===== src/rtl/vmem_pkg.sv =====
// Shared types for the vector-capable data-memory responder.
// State encoding, burst length and request decode.
package vmem_pkg;

  typedef enum logic [1:0] {
    ST_IDLE = 2'd0,
    ST_RD   = 2'd1,
    ST_WR   = 2'd2
  } vmem_state_e;

  localparam logic [1:0] BEATS_LAST = 2'd3;

  typedef enum logic [2:0] {
    REQ_NONE,
    REQ_RD,
    REQ_WR,
    REQ_RD_BURST,
    REQ_WR_BURST
  } vmem_req_e;

  // A write always wins over a simultaneous read.
  function automatic vmem_req_e decode_req(
    input logic rd,
    input logic wr,
    input logic burst
  );
    vmem_req_e r;
    r = REQ_NONE;
    unique case (1'b1)
      wr && burst:           r = REQ_WR_BURST;
      wr && !burst:          r = REQ_WR;
      !wr && rd && burst:    r = REQ_RD_BURST;
      !wr && rd && !burst:   r = REQ_RD;
      default:               r = REQ_NONE;
    endcase
    return r;
  endfunction

endpackage


===== src/rtl/vmem_responder_if.sv =====
// Data-memory bus between the datapath and the responder.
// Master is the initiator, slave is the memory side.
interface vmem_responder_if #(
  parameter int ADDR_W = 8,
  parameter int DATA_W = 8
);

  logic              MemRead;
  logic              wren;
  logic              burst;
  logic [ADDR_W-1:0] address;
  logic [DATA_W-1:0] data;
  logic [DATA_W-1:0] q;
  logic              q_valid;
  logic [1:0]        beat;
  logic              busy;
  logic              done;

  modport master (
    output MemRead,
    output wren,
    output burst,
    output address,
    output data,
    input  q,
    input  q_valid,
    input  beat,
    input  busy,
    input  done
  );

  modport slave (
    input  MemRead,
    input  wren,
    input  burst,
    input  address,
    input  data,
    output q,
    output q_valid,
    output beat,
    output busy,
    output done
  );

endinterface


===== src/rtl/mem_array_1rw.sv =====
// Single-port synchronous array with registered read.
// Read register resets; array contents do not.
module mem_array_1rw #(
  parameter int AW = 8,
  parameter int DW = 8
) (
  input  logic          clk,
  input  logic          rst_n,
  input  logic          en,
  input  logic          we,
  input  logic [AW-1:0] addr,
  input  logic [DW-1:0] wdata,
  output logic [DW-1:0] rdata
);

  logic [DW-1:0] mem [2**AW];
  logic [DW-1:0] rdata_q;
  logic [DW-1:0] rdata_d;

  always_comb begin
    rdata_d = rdata_q;
    if (en && !we) begin
      rdata_d = mem[addr];
    end
  end

  always_ff @(posedge clk) begin
    if (en && we) begin
      mem[addr] <= wdata;
    end
  end

  always_ff @(posedge clk or negedge rst_n) begin
    if (!rst_n) begin
      rdata_q <= '0;
    end else begin
      rdata_q <= rdata_d;
    end
  end

  assign rdata = rdata_q;

endmodule


===== src/rtl/vmem_responder.sv =====
// Memory-side responder: scalar byte access plus 4-beat
// vector bursts, sequenced by a small FSM over one array.
module vmem_responder
  import vmem_pkg::*;
#(
  parameter int ADDR_W = 8,
  parameter int DATA_W = 8,
  parameter int BEATS  = 4
) (
  input  logic           clock,
  input  logic           reset,
  vmem_responder_if.slave bus
);

  localparam int unsigned CNT_W = $clog2(BEATS);

  vmem_state_e       state_q, state_d;
  logic [ADDR_W-1:0] base_q, base_d;
  logic [CNT_W-1:0]  cnt_q, cnt_d;
  logic [1:0]        beat_q, beat_d;
  logic              q_valid_q, q_valid_d;
  logic              done_q, done_d;

  logic              mem_en;
  logic              mem_we;
  logic [ADDR_W-1:0] mem_addr;
  logic [DATA_W-1:0] mem_rdata;
  vmem_req_e         req;

  assign req = decode_req(bus.MemRead, bus.wren, bus.burst);

  always_comb begin
    state_d   = state_q;
    base_d    = base_q;
    cnt_d     = cnt_q;
    beat_d    = beat_q;
    q_valid_d = 1'b0;
    done_d    = 1'b0;
    mem_en    = 1'b0;
    mem_we    = 1'b0;
    mem_addr  = base_q + ADDR_W'(cnt_q);
    unique case (state_q)
      ST_IDLE: begin
        mem_addr = bus.address;
        unique case (req)
          REQ_RD: begin
            mem_en    = 1'b1;
            q_valid_d = 1'b1;
            beat_d    = 2'd0;
            done_d    = 1'b1;
          end
          REQ_WR: begin
            mem_en = 1'b1;
            mem_we = 1'b1;
            beat_d = 2'd0;
            done_d = 1'b1;
          end
          REQ_RD_BURST: begin
            mem_en    = 1'b1;
            q_valid_d = 1'b1;
            beat_d    = 2'd0;
            base_d    = bus.address;
            cnt_d     = CNT_W'(1);
            state_d   = ST_RD;
          end
          REQ_WR_BURST: begin
            mem_en  = 1'b1;
            mem_we  = 1'b1;
            beat_d  = 2'd0;
            base_d  = bus.address;
            cnt_d   = CNT_W'(1);
            state_d = ST_WR;
          end
          default: ;
        endcase
      end
      ST_RD: begin
        mem_en    = 1'b1;
        q_valid_d = 1'b1;
        beat_d    = cnt_q;
        cnt_d     = cnt_q + CNT_W'(1);
        if (cnt_q == BEATS_LAST) begin
          state_d = ST_IDLE;
          done_d  = 1'b1;
        end
      end
      ST_WR: begin
        mem_en = 1'b1;
        mem_we = 1'b1;
        beat_d = cnt_q;
        cnt_d  = cnt_q + CNT_W'(1);
        // done lands alongside beat=3, the cycle after it commits
        if (cnt_q == BEATS_LAST) begin
          state_d = ST_IDLE;
          done_d  = 1'b1;
        end
      end
      default: begin
        state_d = ST_IDLE;
      end
    endcase
  end

  always_ff @(posedge clock or negedge reset) begin
    if (!reset) begin
      state_q   <= ST_IDLE;
      base_q    <= '0;
      cnt_q     <= '0;
      beat_q    <= '0;
      q_valid_q <= 1'b0;
      done_q    <= 1'b0;
    end else begin
      state_q   <= state_d;
      base_q    <= base_d;
      cnt_q     <= cnt_d;
      beat_q    <= beat_d;
      q_valid_q <= q_valid_d;
      done_q    <= done_d;
    end
  end

  mem_array_1rw #(
    .AW (ADDR_W),
    .DW (DATA_W)
  ) u_mem (
    .clk   (clock),
    .rst_n (reset),
    .en    (mem_en),
    .we    (mem_we),
    .addr  (mem_addr),
    .wdata (bus.data),
    .rdata (mem_rdata)
  );

  assign bus.q       = mem_rdata;
  assign bus.q_valid = q_valid_q;
  assign bus.beat    = beat_q;
  assign bus.busy    = (state_q != ST_IDLE);
  assign bus.done    = done_q;

endmodule


===== src/flat_wrapper.sv =====
// flat-port wrapper written by rule: the top's interface ports become plain ports
module vmem_responder_flat import vmem_pkg::*;
#(
  parameter int ADDR_W = 8,
  parameter int DATA_W = 8,
  parameter int BEATS  = 4
)
  (clock, reset, bus_MemRead, bus_wren, bus_burst, bus_address, bus_data, bus_q, bus_q_valid, bus_beat, bus_busy, bus_done);
  vmem_responder_if #(.ADDR_W(ADDR_W), .DATA_W(DATA_W)) bus_i ();
  input  logic clock;
  input  logic reset;
  input wire logic [$bits(bus_i.MemRead)-1:0] bus_MemRead;
  input wire logic [$bits(bus_i.wren)-1:0] bus_wren;
  input wire logic [$bits(bus_i.burst)-1:0] bus_burst;
  input wire logic [$bits(bus_i.address)-1:0] bus_address;
  input wire logic [$bits(bus_i.data)-1:0] bus_data;
  output wire logic [$bits(bus_i.q)-1:0] bus_q;
  output wire logic [$bits(bus_i.q_valid)-1:0] bus_q_valid;
  output wire logic [$bits(bus_i.beat)-1:0] bus_beat;
  output wire logic [$bits(bus_i.busy)-1:0] bus_busy;
  output wire logic [$bits(bus_i.done)-1:0] bus_done;
  assign bus_i.MemRead = bus_MemRead;
  assign bus_i.wren = bus_wren;
  assign bus_i.burst = bus_burst;
  assign bus_i.address = bus_address;
  assign bus_i.data = bus_data;
  assign bus_q = bus_i.q;
  assign bus_q_valid = bus_i.q_valid;
  assign bus_beat = bus_i.beat;
  assign bus_busy = bus_i.busy;
  assign bus_done = bus_i.done;
  vmem_responder #(.ADDR_W(ADDR_W), .DATA_W(DATA_W), .BEATS(BEATS)) u_core (.clock(clock), .reset(reset), .bus(bus_i));
endmodule

===== config.mk =====
export PLATFORM = sky130hd
export DESIGN_NAME = vmem_responder_flat
export DESIGN_NICKNAME = d
export VERILOG_FILES = /design/src/rtl/vmem_pkg.sv /design/src/rtl/vmem_responder_if.sv /design/src/rtl/mem_array_1rw.sv /design/src/rtl/vmem_responder.sv /design/src/flat_wrapper.sv
export SDC_FILE = /design/constraint.sdc
export NUM_CORES = 2
export LEC_CHECK = 0
export ABC_AREA = 1
export CAP_MARGIN = 20
export CORE_MARGIN = 1.5
export CORE_UTILIZATION = 34
export CTS_BUF_LIST = sky130_fd_sc_hd__clkbuf_4
export CTS_CLUSTER_SIZE = 20
export DETAILED_ROUTE_END_ITERATION = 10
export HOLD_SLACK_MARGIN = 0.08
export PLACE_DENSITY = 0.58
export SLEW_MARGIN = 20
export SYNTH_ARGS = -nofsm -noshare
export SYNTH_HDL_FRONTEND = slang
export SYNTH_SLANG_ARGS = --single-unit

===== constraint.sdc =====
create_clock -name clock -period 4.3 [get_ports clock]
set_input_delay 0.645 -clock clock [delete_from_list [all_inputs] [get_ports clock]]
set_output_delay 0.645 -clock clock [all_outputs]
set_load 0.02 [all_outputs]

==> metrics.md <==
| Metric | Value |
|---|---|
| Outcome | `complete, no violations` |
| Distinct cells, synth | `30` |
| Cell chosen for the clock root | `clkbuf_4` |
| Most common cell after layout, fill and taps aside | `nand2_1` |
| Worst setup SP type | `register` |
| Leak | `37.4 nW` |
| Worst hold path class | `input pin to async pin` |
| GRT Util Overall | `19.7%` |
| PortBufs | `33` |
| Post-Syn Area | `84,700 µm²` |
| Max Freq | `0.246 GHz` |
| Cells after Synth | `7,573` |
| Post-route setup TNS | `0 ns` |
| Crit path capture type | `register` |
| Worst-Skew Late Latency | `1.37 ns` |
| Worst-path clk slew | `0.07 ns` |
| Clock Tree Buf Depth | `4` |
| RSZ-0062 raised after global routing | `false` |
| GRT overflow | `0` |
| WL/cell | `21.3 µm` |
| Max Cap Violations | `0` |
| Share of the synthesized area in the top cell type | `72.6%` |
| Die width | `502 µm` |
| Synth Register Bits | `2,072` |
| Power per cell area | `711 nW/µm²` |
| Fin. Hold Viols | `0` |
| Die height | `502 µm` |
| Sequential element share of the synthesized area | `73.3%` |
| Tcrit/Tclk final | `94.5%` |
| Clock sinks | `2,072` |
| HPWL after DPL | `146,000 µm` |
| Vias in the first global route | `58,400` |
| CP arrival | `5.28 ns` |
| Maximum fanout along the worst path | `40` |
| H-tree levels | `6` |
| Peak supply drop | `0.662 mV` |
| Main area contributors after synthesis | `edfxtp_1, nand2_1, nand3_1, nand4_1, nor2_1` |
| Setup Fix Bufs, Post-CTS | `0` |
| GPL Wtd Cong | `0.869` |
| Syn nets | `7,602` |
| DRT antenna net count | `0` |
| Top_reg_cell synth | `edfxtp_1` |
| Pwr Total | `70.1 mW` |
| Max Slew Vio Count | `0` |
| Total Routed Length | `253,000 µm` |
| First-pass GRT wire length | `373,000 µm` |
| Min Tclk post-route | `4.06 ns` |
| IO Pins | `34` |
| Clock Skews | `0.0841 ns` |
| Depth of the worst register-to-register path | `16` |
| Slew HR | `33.5%` |
| CTS tree | `done` |
| Syn avg cell area | `11.2 µm²` |
| Count of final setup violators | `0` |
| Async SR Flop Fraction | `1.16%` |
| DRT iter0 DRCs | `6,369` |
| Vias | `59,800` |
| Yosys top cell by area | `edfxtp_1` |
| R2r startpoint | `u_core.cnt_q[0]` |
| Initial Util | `34.1%` |
| Core Footprint | `248,000 µm²` |
| Site Rows | `183` |
| Synthesis Warnings | `0` |
| Num CTS Buffers | `562` |
| Critical Path RT | `5.52 ns` |
| Fillers | `23,900` |
| Area Growth Syn to Fin | `16.5%` |
| Pin count of the biggest net entering global routing | `113` |
| Highest-count cells in the layout ignoring fill and taps | `nand2_1, edfxtp_1, clkbuf_4, nand3_1, buf_4` |
| Worst Tran Pin Value | `0.997 ns` |
| Fin area | `98,700 µm²` |
| Final core occ | `39.8%` |
| Drt via density | `5.02` |
| Total die area | `252,000 µm²` |
| Post-synth EDFFs | `2,048` |
| Layout Nets | `8,268` |
| Placed Instance Area | `91,900 µm²` |
| Worst R2R Setup Slack | `0.24 ns` |
| WS Path Type | `register to register` |
| Drt pass-1 iters | `8` |
| Share of cells above drive strength 1 | `16.0%` |
| Crit Reg-Reg Endpoint | `u_core.u_mem.rdata[4]` |
| Drt drc | `0` |
| Antenna violations before repair | `7` |
-- critical path, cell delays in order, from the launching register on --
cell     delay, ns
dfrtp_1       0.42
ha_1          0.25
fa_1          0.49
nand2_1       0.08
nand2_4       0.43
inv_8         0.28
buf_12        0.28
nand2_1       0.09
nand3_1       0.11
nand3_1       0.13
nand2_1       0.09
nand2_1       0.07
nand2_1       0.19
o21ai_1       0.59
nand3_1       0.17
nor2_1        0.13
nor2_1        0.05
-- flip-flops by register name (all words and copies together) (netlist names) --
signal / flops
u_core.base_q: 8
u_core.bus.beat: 2
u_core.bus.done: 1
u_core.bus.q_valid: 1
u_core.cnt_q: 2
u_core.state_q: 2
u_core.u_mem.mem: 2048
u_core.u_mem.rdata: 8
-- metrics by stage --
stage               setup slack [ns]  std cells  hold slack (ns)
global route                 0.00567      11900            0.267
floorplan                       1.19       7573            0.349
detailed placement             0.325      11000            0.496
global placement              0.0398      11000            0.474
finish                         0.238      11900            0.323
CTS                            0.242      11900            0.177
-- report_power, final --
group	switching, mW	internal (mW)
combinational	22.5	8.35
clock	7.91	8.76
sequential	0.180	22.4
total	30.6	39.6
-- worst max path at each step --
stage / start / to / slack [ns] / cells past startpoint
2_1_floorplan: u_core.cnt_q[0] / u_core.u_mem.mem[100][0] / 1.19 / 13
3_3_place_gp: u_core.cnt_q[0] / u_core.u_mem.mem[212][3] / 0.04 / 15
3_5_place_dp: u_core.cnt_q[0] / u_core.u_mem.mem[6][1] / 0.32 / 14
4_1_cts: u_core.cnt_q[0] / u_core.u_mem.mem[6][1] / 0.24 / 14
5_1_grt: u_core.cnt_q[0] / u_core.u_mem.mem[209][5] / 0.006 / 13
6_report: u_core.cnt_q[0] / u_core.u_mem.rdata[4] / 0.24 / 16
-- per-layer routing --
metal	vias to the layer above	GRT usage (%)	part of all wire [%]
met3	437	4.12	8.9
li1	27400	-	-
met2	2761	31.1	46
met5	-	0	0
met1	29200	26.5	41
met4	0	7.85	3.4
-- repair_timing --
| item | in CTS | in global routing |
|---|---|---|
| setup endpoints to repair | 0 | 127 |
| hold buffers | 27 | 0 |
| resized for setup | 0 | 1 |
| hold endpoints to repair | 1182 | 0 |
-- cells by family (layout without fill, tap and decap cells) --
group           Yosys count  after routing  synth area share [%]
buf+inv                 505           1502                  2.64
flops                  2072           2072                  73.3
compound gates           71             71                 0.447
xor+xnor                  1              1                0.0103
other cells               0              9                     0
mux                       1              1                0.0133
simple gates           4915           4915                  23.5
fa+ha+maj                 8              8                 0.127
-- cell usage after synthesis, types with 4 or more instances --
cell,n
nand3_1,521
nand4_1,299
o21ai_0,9
nand2_1,3750
nor2_2,5
nor2_1,328
a21oi_1,24
ha_1,7
a22oi_1,4
o21ai_1,27
clkbuf_1,131
dfrtp_1,24
or2_2,7
edfxtp_1,2048
buf_1,61
inv_1,61
inv_2,7
buf_2,231
buf_4,10
-- layout make-up --
| type | instances | area (µm²) | share of cell area (%) |
|---|---|---|---|
| inverters | 70 | 283 | 0.287 |
| well taps | 3330 | 4170 | 4.22 |
| diodes | 9 | 22.5 | 0.0228 |
| multi-input cells | 4996 | 20500 | 20.8 |
| repair buffers | 537 | 5060 | 5.13 |
| clock inverters | 87 | 447 | 0.453 |
| clock buffers | 808 | 6070 | 6.15 |
| flip-flops and latches | 2072 | 62100 | 62.9 |
Power figures use the tool's default switching activity.
